File: config.mk
export PLATFORM = sky130hd
export DESIGN_NAME = systolic_controller
export DESIGN_NICKNAME = d
export VERILOG_FILES = /design/src/rtl/systolic_controller.sv
export SDC_FILE = /design/constraint.sdc
export NUM_CORES = 1
export LEC_CHECK = 0
export ABC_AREA = 1
export CAP_MARGIN = 20
export CELL_PAD_IN_SITES_DETAIL_PLACEMENT = 1
export CELL_PAD_IN_SITES_GLOBAL_PLACEMENT = 2
export CORE_MARGIN = 3
export CORE_UTILIZATION = 29
export CTS_CLUSTER_DIAMETER = 40
export DETAILED_ROUTE_END_ITERATION = 8
export HOLD_SLACK_MARGIN = 0.12
export PLACE_DENSITY_LB_ADDON = 0.05
export SLEW_MARGIN = 20
export SYNTH_ARGS = -nofsm -noshare
export SYNTH_HDL_FRONTEND = slang
export SYNTH_SLANG_ARGS = --single-unit
File: constraint.sdc
create_clock -name clk -period 1.53 [get_ports clk]
set_clock_uncertainty 0.15 [all_clocks]
set_input_delay 0.2295 -clock clk [delete_from_list [all_inputs] [get_ports clk]]
set_output_delay 0.2295 -clock clk [all_outputs]
set_load 0.05 [all_outputs]
File: src/rtl/systolic_controller.sv
// ============================================================================
// systolic_controller
// ----------------------------------------------------------------------------
// Job-level sequencer for the 2x2 systolic tile. A job runs through these
// steps:
//   1. clear the activation skew stage;
//   2. pulse the weight load;
//   3. hold the skew stage's valid for the skewed feed window;
//   4. wait out the array pipeline;
//   5. pulse the output capture;
//   6. report completion.
//
// Parameters
//   N             array dimension; the feed window is 2*N-1 cycles
//   DRAIN_CYCLES  cycles between the last feed cycle and capture (1..255)
//   CNT_W         width of the phase counter and of jobs_done
//
// Ports
//   clk          system clock, all state on the rising edge
//   reset        asynchronous, active-high; clears all state
//   start        job request, sampled in IDLE and DONE only
//   abort        cancels an in-flight job, sampled in busy states only
//   setup_clear  one-cycle pulse zeroing the skew stage's counter and rows
//   load_weight  one-cycle pulse latching weights into the PEs
//   setup_valid  high for exactly FEED_CYCLES consecutive cycles per job
//   capture      one-cycle pulse latching the array outputs
//   busy         high in CLEAR, LOAD_W, FEED, DRAIN, CAPTURE
//   done         one-cycle pulse on job completion
//   aborted      one-cycle pulse the cycle after an accepted abort
//   state        current state encoding, for debug
//   jobs_done    completed-job count, wraps modulo 2^CNT_W
// ============================================================================
module systolic_controller #(
    parameter int N            = 2,
    parameter int DRAIN_CYCLES = 2,
    parameter int CNT_W        = 8
) (
    input  logic             clk,
    input  logic             reset,
    input  logic             start,
    input  logic             abort,
    output logic             setup_clear,
    output logic             load_weight,
    output logic             setup_valid,
    output logic             capture,
    output logic             busy,
    output logic             done,
    output logic             aborted,
    output logic [2:0]       state,
    output logic [CNT_W-1:0] jobs_done
);

    // The skewed feed of an N-row array needs 2*N-1 cycles; this is derived
    // from N and deliberately not a separate parameter.
    localparam int FEED_CYCLES = 2 * N - 1;

    // Terminal counts for the two multi-cycle phases.
    localparam logic [CNT_W-1:0] FEED_LAST  = CNT_W'(FEED_CYCLES - 1);
    localparam logic [CNT_W-1:0] DRAIN_LAST = CNT_W'(DRAIN_CYCLES - 1);
    localparam logic [CNT_W-1:0] CNT_ONE    = CNT_W'(1);

    typedef enum logic [2:0] {
        S_IDLE    = 3'd0,
        S_CLEAR   = 3'd1,
        S_LOAD_W  = 3'd2,
        S_FEED    = 3'd3,
        S_DRAIN   = 3'd4,
        S_CAPTURE = 3'd5,
        S_DONE    = 3'd6
    } state_t;

    state_t            state_reg;
    state_t            state_next;
    logic [CNT_W-1:0]  cnt_reg;
    logic [CNT_W-1:0]  cnt_next;
    logic [CNT_W-1:0]  jobs_reg;
    logic [CNT_W-1:0]  jobs_next;
    logic              aborted_reg;
    logic              aborted_next;
    logic              in_busy_state;

    // CLEAR through CAPTURE are the states in which a job is in flight and
    // abort is honoured. IDLE, DONE and the unused code 7 fall outside.
    assign in_busy_state = (state_reg >= S_CLEAR) && (state_reg <= S_CAPTURE);

    // ------------------------------------------------------------------
    // State register
    // ------------------------------------------------------------------
    always_ff @(posedge clk or posedge reset) begin
        if (reset) begin
            state_reg   <= S_IDLE;
            cnt_reg     <= '0;
            jobs_reg    <= '0;
            aborted_reg <= 1'b0;
        end else begin
            state_reg   <= state_next;
            cnt_reg     <= cnt_next;
            jobs_reg    <= jobs_next;
            aborted_reg <= aborted_next;
        end
    end

    // ------------------------------------------------------------------
    // Next-state logic
    // ------------------------------------------------------------------
    always_comb begin
        state_next   = state_reg;
        cnt_next     = cnt_reg;
        jobs_next    = jobs_reg;
        aborted_next = 1'b0;

        if (in_busy_state && abort) begin
            // Abort wins over every normal transition, including
            // CAPTURE->DONE, so an aborted job is never counted.
            state_next   = S_IDLE;
            cnt_next     = '0;
            aborted_next = 1'b1;
        end else begin
            case (state_reg)
                S_IDLE: begin
                    cnt_next = '0;
                    if (start) begin
                        state_next = S_CLEAR;
                    end
                end

                S_CLEAR: begin
                    state_next = S_LOAD_W;
                end

                S_LOAD_W: begin
                    state_next = S_FEED;
                    cnt_next   = '0;
                end

                S_FEED: begin
                    if (cnt_reg == FEED_LAST) begin
                        state_next = S_DRAIN;
                        cnt_next   = '0;
                    end else begin
                        cnt_next = cnt_reg + CNT_ONE;
                    end
                end

                S_DRAIN: begin
                    if (cnt_reg == DRAIN_LAST) begin
                        state_next = S_CAPTURE;
                        cnt_next   = '0;
                    end else begin
                        cnt_next = cnt_reg + CNT_ONE;
                    end
                end

                S_CAPTURE: begin
                    state_next = S_DONE;
                    // Count the job as soon as its results are latched;
                    // the new value is visible alongside the done pulse.
                    jobs_next  = jobs_reg + CNT_ONE;
                end

                S_DONE: begin
                    // A start seen in DONE chains the next job directly,
                    // skipping IDLE. abort has no meaning here.
                    if (start) begin
                        state_next = S_CLEAR;
                    end else begin
                        state_next = S_IDLE;
                    end
                end

                default: begin
                    // Unused code 7: fall back to a clean idle state.
                    state_next = S_IDLE;
                    cnt_next   = '0;
                end
            endcase
        end
    end

    // ------------------------------------------------------------------
    // Output decode (Moore, from the state register only)
    // ------------------------------------------------------------------
    always_comb begin
        setup_clear = 1'b0;
        load_weight = 1'b0;
        setup_valid = 1'b0;
        capture     = 1'b0;
        busy        = 1'b0;
        done        = 1'b0;

        case (state_reg)
            S_CLEAR: begin
                setup_clear = 1'b1;
                busy        = 1'b1;
            end
            S_LOAD_W: begin
                load_weight = 1'b1;
                busy        = 1'b1;
            end
            S_FEED: begin
                setup_valid = 1'b1;
                busy        = 1'b1;
            end
            S_DRAIN: begin
                busy        = 1'b1;
            end
            S_CAPTURE: begin
                capture     = 1'b1;
                busy        = 1'b1;
            end
            S_DONE: begin
                done        = 1'b1;
            end
            default: begin
                // IDLE and the unused code keep every strobe low.
            end
        endcase
    end

    assign aborted   = aborted_reg;
    assign jobs_done = jobs_reg;
    assign state     = state_reg;

endmodule

---- Word-level counts from Yosys, hierarchy flattened ----
Index checks and enable logic that the tools add are counted.
storage, ports and cells
  word-level logic and storage cells ...... 45
  bits of input ports ..................... 4
  flip-flop bits (word level) ............. 20
cells by class
  mux-type cells .......................... 17
  magnitude comparators ................... 2
  bitwise gates (word level) .............. 1
  eq/ne operators ......................... 12
  add/sub/neg operators ................... 2
  reduce and logical (&&, ||, !) cells .... 7
operator list
  operator               number
  $mux W8                3
  $pmux W8 S3            1
  $pmux W3 S7            1
  $add A8 B1 Y8 const B  2
  $mux W3                4
  $eq A3 B3 Y1 const B   3
  $ne A3 B3 Y1 const B   3
  $eq A8 B1 Y1 const B   1
  $eq A8 B2 Y1 const B   1
  $mux W1                8
  $eq A3 B2 Y1 const B   2
  $reduce_or A5 Y1       1
  $eq A3 B1 Y1 const B   1
  $ge A3 B1 Y1 const B   1
  $le A3 B3 Y1 const B   1
  $logic_not A3 Y1       1
  $reduce_and A3 Y1      1
  $reduce_or A3 Y1       1
  $logic_and A1 B1 Y1    2
  $ne A2 B1 Y1 const B   1
  $reduce_and A2 Y1      1
  $not A1 Y1             1

---- Logic depth before layout (Yosys ltp) ----
  word-level depth ........................ 5
  gate-level depth with buffers ........... 10
  mapped depth without buffers ............ 10

---- Least setup slack after synthesis ----
No wires, ideal clock.
  path kind ............................... flip-flop to flip-flop
  start ................................... register state_reg[2], in the netlist state[2]
  end ..................................... register cnt_reg[3]
  clock period less this slack ............ 2.244 ns
  path buffers ............................ 0
  data arrival time ....................... 2.018 ns
  cell stages (with the launch flop) ...... 7
  setup slack ............................. -0.714 ns
  library setup time ...................... 0.076 ns
  cell sequence ........................... dfrtp_1 -> nand2_1 -> nor2_1 -> inv_1 -> o21ai_2 -> inv_1 -> o21ai_1
between the ends
  longest elaborated chain between the ends .. 4
  elaborated cells on any way between the ends .. 13
ends and longest elaborated chain
  item                                                                      line      source
  start: declaration                                                        72        state_t state_reg;
  start signal: assignment                                                  96        state_reg <= state_next;
  $eq A3 B3 Y1, or another cell as far along                                119       case (state_reg)
  $reduce_or A3 Y1 (no source line) or $logic_and A1 B1 Y1 (tied branches)  -
  $pmux W8 S3 or $logic_and A1 B1 Y1 (tied branches)                        119, 112
  $mux W8 or $ne A2 B1 Y1 (tied branches)                                   -
  end signal: assignment                                                    97        cnt_reg <= cnt_next;
  end: declaration                                                          74        logic [CNT_W-1:0] cnt_reg;
Several ways; a longest one is shown, not always the timed one.
A chain may end at the register's enable or synchronous reset.

---- Worst setup path in the final report ----
  start ................................... register state_reg[2], in the netlist state[2]
  end ..................................... output capture
between the ends
  longest elaborated chain between the ends .. 2
ends and longest elaborated chain
  item              line  source
  $eq A3 B3 Y1      191   case (state_reg)
  $mux W1           191
  end: declaration  45    output logic capture,
Every way passes these cells.

==> impl_metrics.tcl <==
set metrics [dict create \
    switching_share_pct 45.9 \
    worstPathRequired_ns 1.15 \
    drv_cap 0 \
    die_y_um 71.1 \
    p_sw_uw 1860 \
    hold_class "in -> async" \
    path_max_fanout 5 \
    yosysSeqAreaShare_pct 40.7 \
    clkLatencyLatePin_ns 0.27 \
    avgViaCountPerCell 4.68 \
    grt_pass1_vias 1390 \
    core_region_area_sq_um 4060 \
    top_level_ports 22 \
    period_needed_ns 1.65 \
    port_buffers 21 \
    place_ws_ns -0.0779 \
    clock_path_buffers 2 \
    p_leak_uw 0.00101 \
    clkPwrFrac_pct 10.5 \
    cp_top_family "buffers and inverters" \
    drc 0 \
    crit_type "reg -> out" \
    slew_viol_final 0 \
    setup_slack_ns -0.119 \
    n_antenna_cell 0 \
    syn_area_per_cell_sq_um 7.74 \
    cts_root_buf "clkbuf_8" \
    fmax_ghz 0.606 \
    cp.buffers_inverters 4 \
    drive_above_1_share_pct 43.8 \
    seqPwrFrac_pct 20.4 \
    layout_common_cells "nand2_1, buf_4, buf_12" \
    gp_congestion 0.779 \
    syn_area_sq_um 1230 \
    p_int_uw 2190 \
    rsz0062_at_grt "true" \
    hold_viol 0 \
    numCtsBuffers 3 \
    power.density_nw_per_um2 1850 \
    vias 1259 \
    crit_chain "inv_2, buf_6, nor2_4, buf_6, buf_12" \
    relSlewSlack_pct 70.0 \
    synth_seq_cells 20 \
    core.rowCount 23 \
    cp.arrival_ns 1.27 \
    violations "negative setup slack" \
    holdBufCountCts 0 \
    crit_path_max_incr_delay_ns 0.43 \
    hpwlAfterDp_um 2800 \
    regArea_sq_um 508 \
    cts_sinks 20 \
    routedWlPerCell_um 15.7 \
    multi_input_area_sq_um 759 \
    setup.worst_path.start_class "flip-flop" \
    tightest_slew_ns 0.446 \
    syn_nets 167 \
    overflow 0 \
    final_nets 228 \
    htree_levels 1 \
    r2r_start "state[2]" \
    clk_pin_slew_ns 0.08 \
    die-width_um 71.1 \
    initial_core_util_pct 30.3 \
    crit_slowest_cell "dfrtp_2" \
    finish.utilization_pct 53.9 \
    grt_start_max_net_pins 21 \
    fill_cells 447 \
    ys_types 22 \
    endpoint_kind "primary output" \
    outcome "complete, but fails checks" \
    grt_pass1_wl_um 6570 \
    cts_tree "yes" \
    first_pass_iters 4 \
    layout_commonest_cell "nand2_1" \
    startpoint "state[2]" \
    ir_drop_v 0.000852 \
    grt_util_all_layers_pct 16.4 \
    pwr-share-comb_pct 69.1 \
    regToRegSetupSlack_ns -0.08 \
    dieArea_sq_um 5060 \
    drt_iter0_markers 50 \
    crit_path_frequent_cell "buf_6" \
    wirelength_um 4230 \
    grt_antenna_before_repair 0 \
    yosysWarnings 0 \
    area_delta_synth_final_pct 77.9 \
    detail-route-antenna-nets 0 \
    syn_inst 159 \
    finalCritPeriodShare_pct 108 \
    finalSetupTns_ns -0.913 \
    setup_viol 18 \
]
==> synthesized netlist by cell type <==
master	instances	area (sq um)
nand2_1	43	161
dfrtp_1	20	500
inv_1	18	67.6
nor2_1	15	56.3
nand3_1	11	55.1
o21ai_1	8	40.0
xor2_1	7	61.3
o21ai_0	5	25.0
ha_1	4	50.1
inv_2	4	15.0
nor2_4	4	45.0
a21oi_1	3	15.0
nand2_4	3	33.8
o211ai_1	3	22.5
nor2_2	2	12.5
nor3_1	2	10.0
xnor2_1	2	17.5
inv_6	1	8.76
nand2_2	1	6.26
nor3_2	1	10.0
o21ai_2	1	8.76
o31ai_1	1	7.51
==> timing repair <==
action                     4_1_cts  5_1_grt
buffers inserted                 8        6
setup endpoints to repair       14       26
gates resized for setup         13       26
pin swaps                        4        9
==> routing by layer <==
metal / part of all wire [%] / up-vias / wire length (um) / global-route usage (%)
met5: 0 / - / 0 / 0
met4: 2.9 / 0 / 121 / 5.01
met3: 2.2 / 11 / 95 / 3.13
met2: 56 / 17 / 2360 / 30.0
met1: 39 / 612 / 1650 / 19.3
li1: - / 619 / - / -
==> final cells by class <==
class                      instances  area share, %
timing repair buffer              56           32.3
multi-input combinational        116           34.7
tap                               50           2.86
inverter                          23           4.40
clock buffer                       4           2.52
sequential                        20           23.2
==> logic make-up after synthesis <==
family | after synthesis | synth area share [%]
compound gates | 21 | 9.66
xor+xnor | 9 | 6.41
fa+ha+maj | 4 | 4.07
buf+inv | 23 | 7.43
flops | 20 | 40.7
simple gates | 82 | 31.7
==> path summary, 6_finish.rpt <==
| check | to | cells past startpoint |
|---|---|---|
| worst max-delay path | capture | 5 |
| worst min-delay path | cnt_reg[4] | 3 |
| worst max register to register | jobs_done[5] | 11 |
| worst min register to register | cnt_reg[0] | 1 |
| max in group asynchronous | cnt_reg[1] | 3 |
| min in group clk | cnt_reg[0] | 1 |
==> worst reg2reg max path: stages, from the launching register on <==
cell and delay (ns):
dfrtp_2 0.43, inv_2 0.08, buf_6 0.13, nor2_4 0.12, buf_6 0.12, nand2_8 0.07
inv_6 0.08, nand2_4 0.05, nor2_4 0.10, nand2_1 0.06, nand2_1 0.06, nand2_1 0.06
==> power by group through the flow <==
stage          clock network, uW  registers [uW]  logic [uW]
6_report                     426             827        2800
5_1_grt                      471             845        2950
4_1_cts                      429             827        2460
3_5_place_dp                   0             828        2220
3_3_place_gp                   0             817        2200
2_1_floorplan                  0            1120         760
==> stage by stage <==
| step | cells | hold WS [ns] | instance area, sq um | power (uW) |
|---|---|---|---|---|
| 3_5_place_dp | 252 | 0.383 | 1870 | 3050 |
| 4_1_cts | 263 | 0.160 | 2030 | 3720 |
| 2_1_floorplan | 159 | 0.0431 | 1250 | 1880 |
| 5_1_grt | 269 | 0.170 | 2190 | 4270 |
| 6_report | 269 | 0.141 | 2190 | 4050 |
| 3_3_place_gp | 252 | 0.382 | 1870 | 3010 |
(Power assumes the default switching activity.)
